`src/rtl/fwd_ctrl_pkg.sv`:
```
// Shared constants and the stage-record type used by the forwarding controller.
// Select codes drive the EX-stage 3:1 operand muxes.
package fwd_ctrl_pkg;

    localparam int REG_AW = 5;
    localparam int SEL_W  = 2;

    localparam logic [SEL_W-1:0] SEL_RF    = 2'b00;
    localparam logic [SEL_W-1:0] SEL_EXMEM = 2'b01;
    localparam logic [SEL_W-1:0] SEL_MEMWB = 2'b10;

    typedef struct packed {
        logic              v;
        logic [REG_AW-1:0] rd;
        logic              we;
        logic              ld;
    } stage_t;

    // x0 is hardwired to zero, so a write to it never produces a forwardable value.
    function automatic logic live_write(input stage_t s);
        return s.v && s.we && (s.rd != '0);
    endfunction

endpackage

```
`src/rtl/fwd_ctrl_sel_calc.sv`:
```
// Per-operand forwarding select: picks the youngest in-flight producer of rs.
// Purely combinational; instantiated once per source operand.
module fwd_sel_calc
    import fwd_ctrl_pkg::*;
(
    input  logic [REG_AW-1:0] i_rs,
    input  stage_t            i_ex,
    input  stage_t            i_mem,
    output logic [SEL_W-1:0]  o_sel
);

    always_comb begin
        o_sel = SEL_RF;
        if (i_rs == '0) begin
            o_sel = SEL_RF;
        end else if (live_write(i_ex) && (i_ex.rd == i_rs)) begin
            o_sel = SEL_EXMEM;
        end else if (live_write(i_mem) && (i_mem.rd == i_rs)) begin
            o_sel = SEL_MEMWB;
        end
    end

endmodule

```
`src/rtl/fwd_ctrl.sv`:
```
// Operand-forwarding controller: shadows EX/MEM destinations, registers the
// EX-cycle mux selects and stalls dispatch one cycle on a load-use hazard.
module fwd_ctrl
    import fwd_ctrl_pkg::*;
(
    input  logic              clk,
    input  logic              rst,
    input  logic              id_valid,
    output logic              id_ready,
    input  logic [REG_AW-1:0] id_rs1,
    input  logic [REG_AW-1:0] id_rs2,
    input  logic [REG_AW-1:0] id_rd,
    input  logic              id_rd_we,
    input  logic              id_is_load,
    input  logic              hold,
    input  logic              flush,
    output logic              ex_valid,
    output logic [SEL_W-1:0]  fwd_sel_a,
    output logic [SEL_W-1:0]  fwd_sel_b,
    output logic              load_use_stall
);

    stage_t             r_ex;
    stage_t             r_mem;
    logic [SEL_W-1:0]   r_sel_a;
    logic [SEL_W-1:0]   r_sel_b;

    logic               w_hazard;
    logic               w_accept;
    logic [SEL_W-1:0]   w_sel_a;
    logic [SEL_W-1:0]   w_sel_b;
    stage_t             w_id;

    // A load in EX cannot forward to the consumer's EX cycle; the live-write
    // check already excludes rd==x0, so x0 sources never match.
    assign w_hazard = id_valid && live_write(r_ex) && r_ex.ld &&
                      ((r_ex.rd == id_rs1) || (r_ex.rd == id_rs2));

    assign load_use_stall = w_hazard;
    assign id_ready       = !w_hazard && !hold;
    assign w_accept       = id_valid && id_ready && !flush;

    assign w_id.v  = 1'b1;
    assign w_id.rd = id_rd;
    assign w_id.we = id_rd_we;
    assign w_id.ld = id_is_load;

    fwd_sel_calc u_sel_a (
        .i_rs  (id_rs1),
        .i_ex  (r_ex),
        .i_mem (r_mem),
        .o_sel (w_sel_a)
    );

    fwd_sel_calc u_sel_b (
        .i_rs  (id_rs2),
        .i_ex  (r_ex),
        .i_mem (r_mem),
        .o_sel (w_sel_b)
    );

    always_ff @(posedge clk) begin
        if (rst) begin
            r_ex    <= '0;
            r_mem   <= '0;
            r_sel_a <= SEL_RF;
            r_sel_b <= SEL_RF;
        end else if (hold) begin
            r_ex    <= r_ex;
            r_mem   <= r_mem;
            r_sel_a <= r_sel_a;
            r_sel_b <= r_sel_b;
        end else begin
            // On flush w_accept is low, so EX becomes a bubble while the older
            // instruction still advances into MEM.
            r_mem   <= r_ex;
            r_ex    <= w_accept ? w_id : '0;
            r_sel_a <= w_accept ? w_sel_a : SEL_RF;
            r_sel_b <= w_accept ? w_sel_b : SEL_RF;
        end
    end

    assign ex_valid  = r_ex.v;
    assign fwd_sel_a = r_sel_a;
    assign fwd_sel_b = r_sel_b;

endmodule

```
`config.mk`:
```
export PLATFORM = sky130hd
export DESIGN_NAME = fwd_ctrl
export DESIGN_NICKNAME = d
export VERILOG_FILES = /design/src/rtl/fwd_ctrl_pkg.sv /design/src/rtl/fwd_ctrl_sel_calc.sv /design/src/rtl/fwd_ctrl.sv
export SDC_FILE = /design/constraint.sdc
export NUM_CORES = 1
export LEC_CHECK = 0
export CAP_MARGIN = 40
export CORE_MARGIN = 2
export CORE_UTILIZATION = 35
export CTS_CLUSTER_DIAMETER = 40
export DETAILED_ROUTE_END_ITERATION = 6
export PLACE_DENSITY_LB_ADDON = 0.05
export SLEW_MARGIN = 20
export SYNTH_ARGS = -nofsm -noshare
export SYNTH_HDL_FRONTEND = slang
export SYNTH_SLANG_ARGS = --single-unit
```
`constraint.sdc`:
```
create_clock -name clk -period 2.3 [get_ports clk]
set_input_delay 0.46 -clock clk [delete_from_list [all_inputs] [get_ports clk]]
set_output_delay 0.46 -clock clk [all_outputs]
set_load 0.01 [all_outputs]
```
# Yosys cells after proc, flatten, opt, wreduce, memory -nomap -nowiden
# Index checks and enable logic that the tools add are counted.
dict set report op_classes {
  eq_ne 4
  n_mux 9
  reduce_logical 22
}
# operator count
set op_table {}
lappend op_table {{equality test 5 bit} 4}
lappend op_table {{2-to-1 mux 2 bit} 8}
lappend op_table {{logical AND 1 bit} 14}
lappend op_table {{logical NOT 5 bit} 2}
lappend op_table {{nonzero test 5 bit} 2}
lappend op_table {{2-to-1 mux 8 bit} 1}
lappend op_table {{logical NOT 1 bit} 3}
lappend op_table {{logical OR 1 bit} 1}
dict set report totals {
  ff_bits 19
  out_inout_bits 7
}

# Depth between registers and ports, before layout
dict set report depth {
  word_depth 10
  ltp_mapped 7
}

# Modules after synthesis
# Synthesis repeated with hierarchy kept, for this count alone.
dict set report hier_totals {
  cells_unflattened 140
  area_unflattened_um2 1286.2
}
# module instances cells_per_inst area_per_inst_um2 seq_area_each_um2
set by_module_without_submodules {}
lappend by_module_without_submodules {fwd_ctrl 1 100 985.9 400.4}
lappend by_module_without_submodules {fwd_sel_calc 2 20 150.1 0.0}

# Worst setup path after synthesis
# Ideal clock, no wire load.
dict set report synth_path {
  path_type {reg-to-output}
  startpoint {register r_ex[2] in the netlist's numbering}
  endpoint {output id_ready}
  t_arrival_ps 1506
  slack_ps 334
  stages_incl_launch_ff 7
  path_cell_list {dfxtp_1 or3_1 o311a_1 o2111ai_2 buf_6 inv_2 nor2_1}
}
dict set report synth_between {
  elab_chain_cells 7
}
# element line
set synth_lines {}
lappend synth_lines {{start: declaration} fwd_ctrl.sv:23} ;# stage_t r_ex;
lappend synth_lines {{start signal: assignment} fwd_ctrl.sv:69} ;# r_ex <= r_ex;
lappend synth_lines {{start signal: assignment} fwd_ctrl.sv:77} ;# r_ex <= w_accept ? w_id : '0;
lappend synth_lines {{nonzero test 5 bit} fwd_ctrl_pkg.sv:21} ;# return s.v && s.we && (s.rd != '0);
lappend synth_lines {{logical AND 1 bit} fwd_ctrl_pkg.sv:21}
lappend synth_lines {{logical AND 1 bit (2 in a row)} fwd_ctrl.sv:36} ;# assign w_hazard = id_valid && live_write(r_ex) && r_ex.ld &&
lappend synth_lines {{logical AND 1 bit (*)} fwd_ctrl.sv:36}
lappend synth_lines {{via load_use_stall} fwd_ctrl.sv:20} ;# output logic load_use_stall
lappend synth_lines {{logical NOT 1 bit (*)} fwd_ctrl.sv:40} ;# assign id_ready = !w_hazard && !hold;
lappend synth_lines {{logical AND 1 bit (*)} fwd_ctrl.sv:40}
lappend synth_lines {{end: declaration} fwd_ctrl.sv:9} ;# output logic id_ready,
# The timed path passes the listed nets; every way through them passes the cells marked *.

# Worst setup path after layout
dict set report layout_path {
  startpoint {register r_ex[2] in the netlist's numbering}
  endpoint {output id_ready}
}
dict set report layout_between {
  elab_chain_cells 7
}
# element line
set layout_lines {}
lappend layout_lines {{nonzero test 5 bit} fwd_ctrl_pkg.sv:21}
lappend layout_lines {{logical AND 1 bit} fwd_ctrl_pkg.sv:21}
lappend layout_lines {{logical AND 1 bit (2 in a row)} fwd_ctrl.sv:36}
lappend layout_lines {{logical AND 1 bit (*)} fwd_ctrl.sv:36}
lappend layout_lines {{logical NOT 1 bit (*)} fwd_ctrl.sv:40}
lappend layout_lines {{logical AND 1 bit (*)} fwd_ctrl.sv:40}
# Mark *: on every way between the ends. The rest lies on a longest branch, timed or not.

==> impl_results.md <==
- Status: completed
- Tot Pwr: 615 µW
- Clk_skew: between 0.005 and 0.006 ns
- Max-slew headroom: ~55%
- Flops & latches, synth: 19
- Detail Route Antenna Nets: 0
- Part of the Yosys area used for sequential elements: around 40%
- Avg Vias per Cell: about 5.2
- Period minus WS final: roughly 2.2 ns
- Via count of the first global-routing pass: 913
- Total iterations of the first detailed-routing run: 4
- Hold path start: fwd_sel_a[0]$_SDFFE_PP0N_
- Syn Nets: 120
- Slew Viols, Final: 0
- Share of power burned in registers: between 50% and 60%
- Worst-Skew Late Latency: 0.29 ns
- Most used routing layer: met2
- Worst path top cell family by delay: compound AO/OA/AOI/OAI gates
- Synth cell types: 28
- CTS Buffer Depth: 2
- Register area: 387 µm²
- Rows: 19
- DP Worst Slack: -0.416 ns
- Final Hold Viols: 0
- CORE AREA: about 2700 µm²
- DPL Wire Length: ~1900 µm
- Root Driver: clkbuf_4
- Fmax: roughly 0.46 GHz
- Synthesized area: approximately 970 µm²
- M1 GR Usage: 20.6%
- CTS Sinks: 19
- Initial antenna violation count: 0
- Cell accounting for the most synthesized area: dfxtp_1
- Ys Warns: 0
- Avg WL per Cell: 14.1 µm
- Max cap viols: 0
- M2 GR Usage: 29.9%
- P&R area growth vs syn: 49.5%
- Switch Pwr: around 150 µW
- Multi-input gate area: 582 µm²
- Clock-pin slew of the registers on the worst-case setup and hold paths: 0.11 ns
- Placed inst area: approximately 1400 µm²
- TNS Setup: 0 ns
- PnR worst setup slack: 0.112 ns
- Vias: 907
- Cell-by-cell trace of the critical path: or3_1 > o311a_1 > o2111ai_4 > inv_2 > nor2_1 > buf_2
- Crit end category: output port
- Hold crit path type: flip-flop to flip-flop
- Met3 usage: 3.69%
- Top Ports: 29
- Top cells by area, synth: dfxtp_1, xnor2_1, a32o_1
- Buffers on Ports: 28
- Post-route cell area: 1440 µm²
- Post-synth top area share: between 30% and 40%
- Global-route wire length before repair: between 4000 and 5000 µm
- Least-Margin Pin Slew: approximately 0.68 ns
- Post-layout net count: 168
- Synth Area per Inst: 9.86 µm²
- PwrDens: 426 nW/µm²
- Starting Density: 36.0%
- Global route total overflow: 0
- VDD IR-drop max: about 0.36 mV
- CP startpoint: r_ex[2]$_SDFFE_PP0N_
- CTS tree: yes
- Global Route Usage Sum: 17.3%
- Num CTS Buffers: 3
- Cts hold-fix bufs: 0
- Critical Path Fanout Max: 2
- # setup viols final: 0
- Final cycle utilization of the critical path: 95.1%
- Critical path type: flip-flop to output port
- Leakage power: 0.567 nW
- RSZ-0062 raised after global routing: no
- Clock share of power: 26.7%
- Synth Instances: roughly 100
- Share of cells above drive strength 1: 24.8%
- Power share of the combinational group: between 10% and 20%
- Largest net degree at the start of global routing: 14
- DR iter-0 viols: 6
- CP peak stage delay: 0.39 ns
- Die width: 56.5 µm
- Die area: 3200 µm²
- H-tree depth: 1
- Gpl congestion: 0.810
- Antenna diodes: 0
- Internal: ~460 µW
- Slowest-stage cell, CP: o311a_1
- Critical path required time: 1.84 ns
- Buf/Inv on CP: 2
- DRT Wirelength: 2490 µm
- CP Data Arrival Time: 1.73 ns
- Worst r2r src: r_ex[2]$_SDFFE_PP0N_
- Switching portion of total power: 24.6%
- Vert. Die Dim: between 50 and 60 µm
- Fill cell count: approximately 270
- Startpoint types: flip-flop
- # DRC: 0
-- tightest hold or removal path: stages, from the launching register on --
cell and delay, ns:
dfxtp_1 0.32, nand2_1 0.06, a21oi_1 0.05
-- cell type report --
type / instances / area share [%]
well taps: 31 / 2.69
clock buffers: 3 / 1.56
multi-input cells: 73 / 40.3
inverters: 2 / 0.520
repair buffers: 47 / 27.8
flip-flops and latches: 19 / 26.8
clock inverters: 1 / 0.347
-- power groups by stage --
stage / sequential [mW] / combinational (mW) / clock [mW]
floorplan: 0.347 / 0.0451 / 0
global placement: 0.348 / 0.112 / 0
detailed placement: 0.348 / 0.113 / 0
CTS: 0.340 / 0.113 / 0.175
global route: 0.341 / 0.121 / 0.189
finish: 0.340 / 0.111 / 0.164
-- registers in the layout (all words and copies together), names as in the netlist --
name,count
fwd_sel_a,2
ex_valid,1
r_mem,7
fwd_sel_b,2
r_ex,7
-- what timing repair did --
| item | 4_1_cts | 5_1_grt |
|---|---|---|
| setup endpoints to repair | 2 | 2 |
| resized for setup | 20 | 3 |
| cloned | 0 | 0 |
| buffers inserted | 3 | 0 |
| pin swaps | 4 | 3 |
-- per-layer routing --
layer,wire (µm),vias to the layer above
li1,-,454
met1,1080,430
met2,1280,19
met3,97,4
met4,27,0
met5,0,-
-- final timing paths --
kind,endpoint,slack (ns),cells past startpoint
setup / recovery,id_ready,0.11,6
setup reg to reg,fwd_sel_a[1]$_SDFFE_PP0N_,0.52,5
hold reg to reg,fwd_sel_a[0]$_SDFFE_PP0N_,0.47,2
hold / removal,fwd_sel_a[0]$_SDFFE_PP0N_,0.47,2
-- placed cells by master (no fill, tap or decap) --
master,n
or3b_2,1
or3b_1,1
xor2_1,2
o2111ai_4,1
clkbuf_4,3
clkbuf_2,1
inv_1,1
dfxtp_1,16
nor2_1,9
nand2b_1,1
inv_2,1
nand4_1,2
mux2i_1,7
buf_2,1
dfxtp_4,1
clkdlybuf4s50_1,17
buf_4,19
a22o_2,1
xnor2_1,14
clkinv_2,1
nor3_1,3
dfxtp_2,2
dlygate4sd2_1,9
nor2b_1,1
or3_1,1
o311a_1,1
nand3_1,3
a211oi_1,2
nor4_1,2
xor2_2,2
a32o_1,9
a21oi_1,5
nand2_1,3
nor3_2,1
nor3_4,1
-- cell families (layout without fill, tap and decap cells) --
logic type,after synthesis,after routing,share of synthesized area (%)
AOI/OAI and AO/OA,19,19,17.1
muxes,7,7,7.25
and+or+nand+nor,29,29,16.8
DFF,19,19,39.4
xor gates and xnor gates,18,18,16.3
buffers and inverters,6,53,3.11
-- cells in the mapped netlist (all sizes together) --
library cell / count
nor2: 9
a22o: 1
xor2: 4
inv: 2
xnor2: 14
a211oi: 2
or3: 1
nor4: 2
dfxtp: 19
nor2b: 1
a21oi: 5
nand2b: 1
nand3: 3
or3b: 2
nand4: 2
nor3: 5
o311a: 1
a32o: 9
o2111ai: 1
buf: 3
nand2: 3
clkbuf: 1
mux2i: 7
-- metrics by stage --
step	hold WS (ns)	util (%)	std cells
3_3_place_gp	0.450	51.5	169
2_1_floorplan	0.463	-	98
5_1_grt	0.489	53.7	176
4_1_cts	0.469	54.1	176
6_report	0.466	53.7	176
3_5_place_dp	0.452	51.5	169
Power figures use the tool's default switching activity.
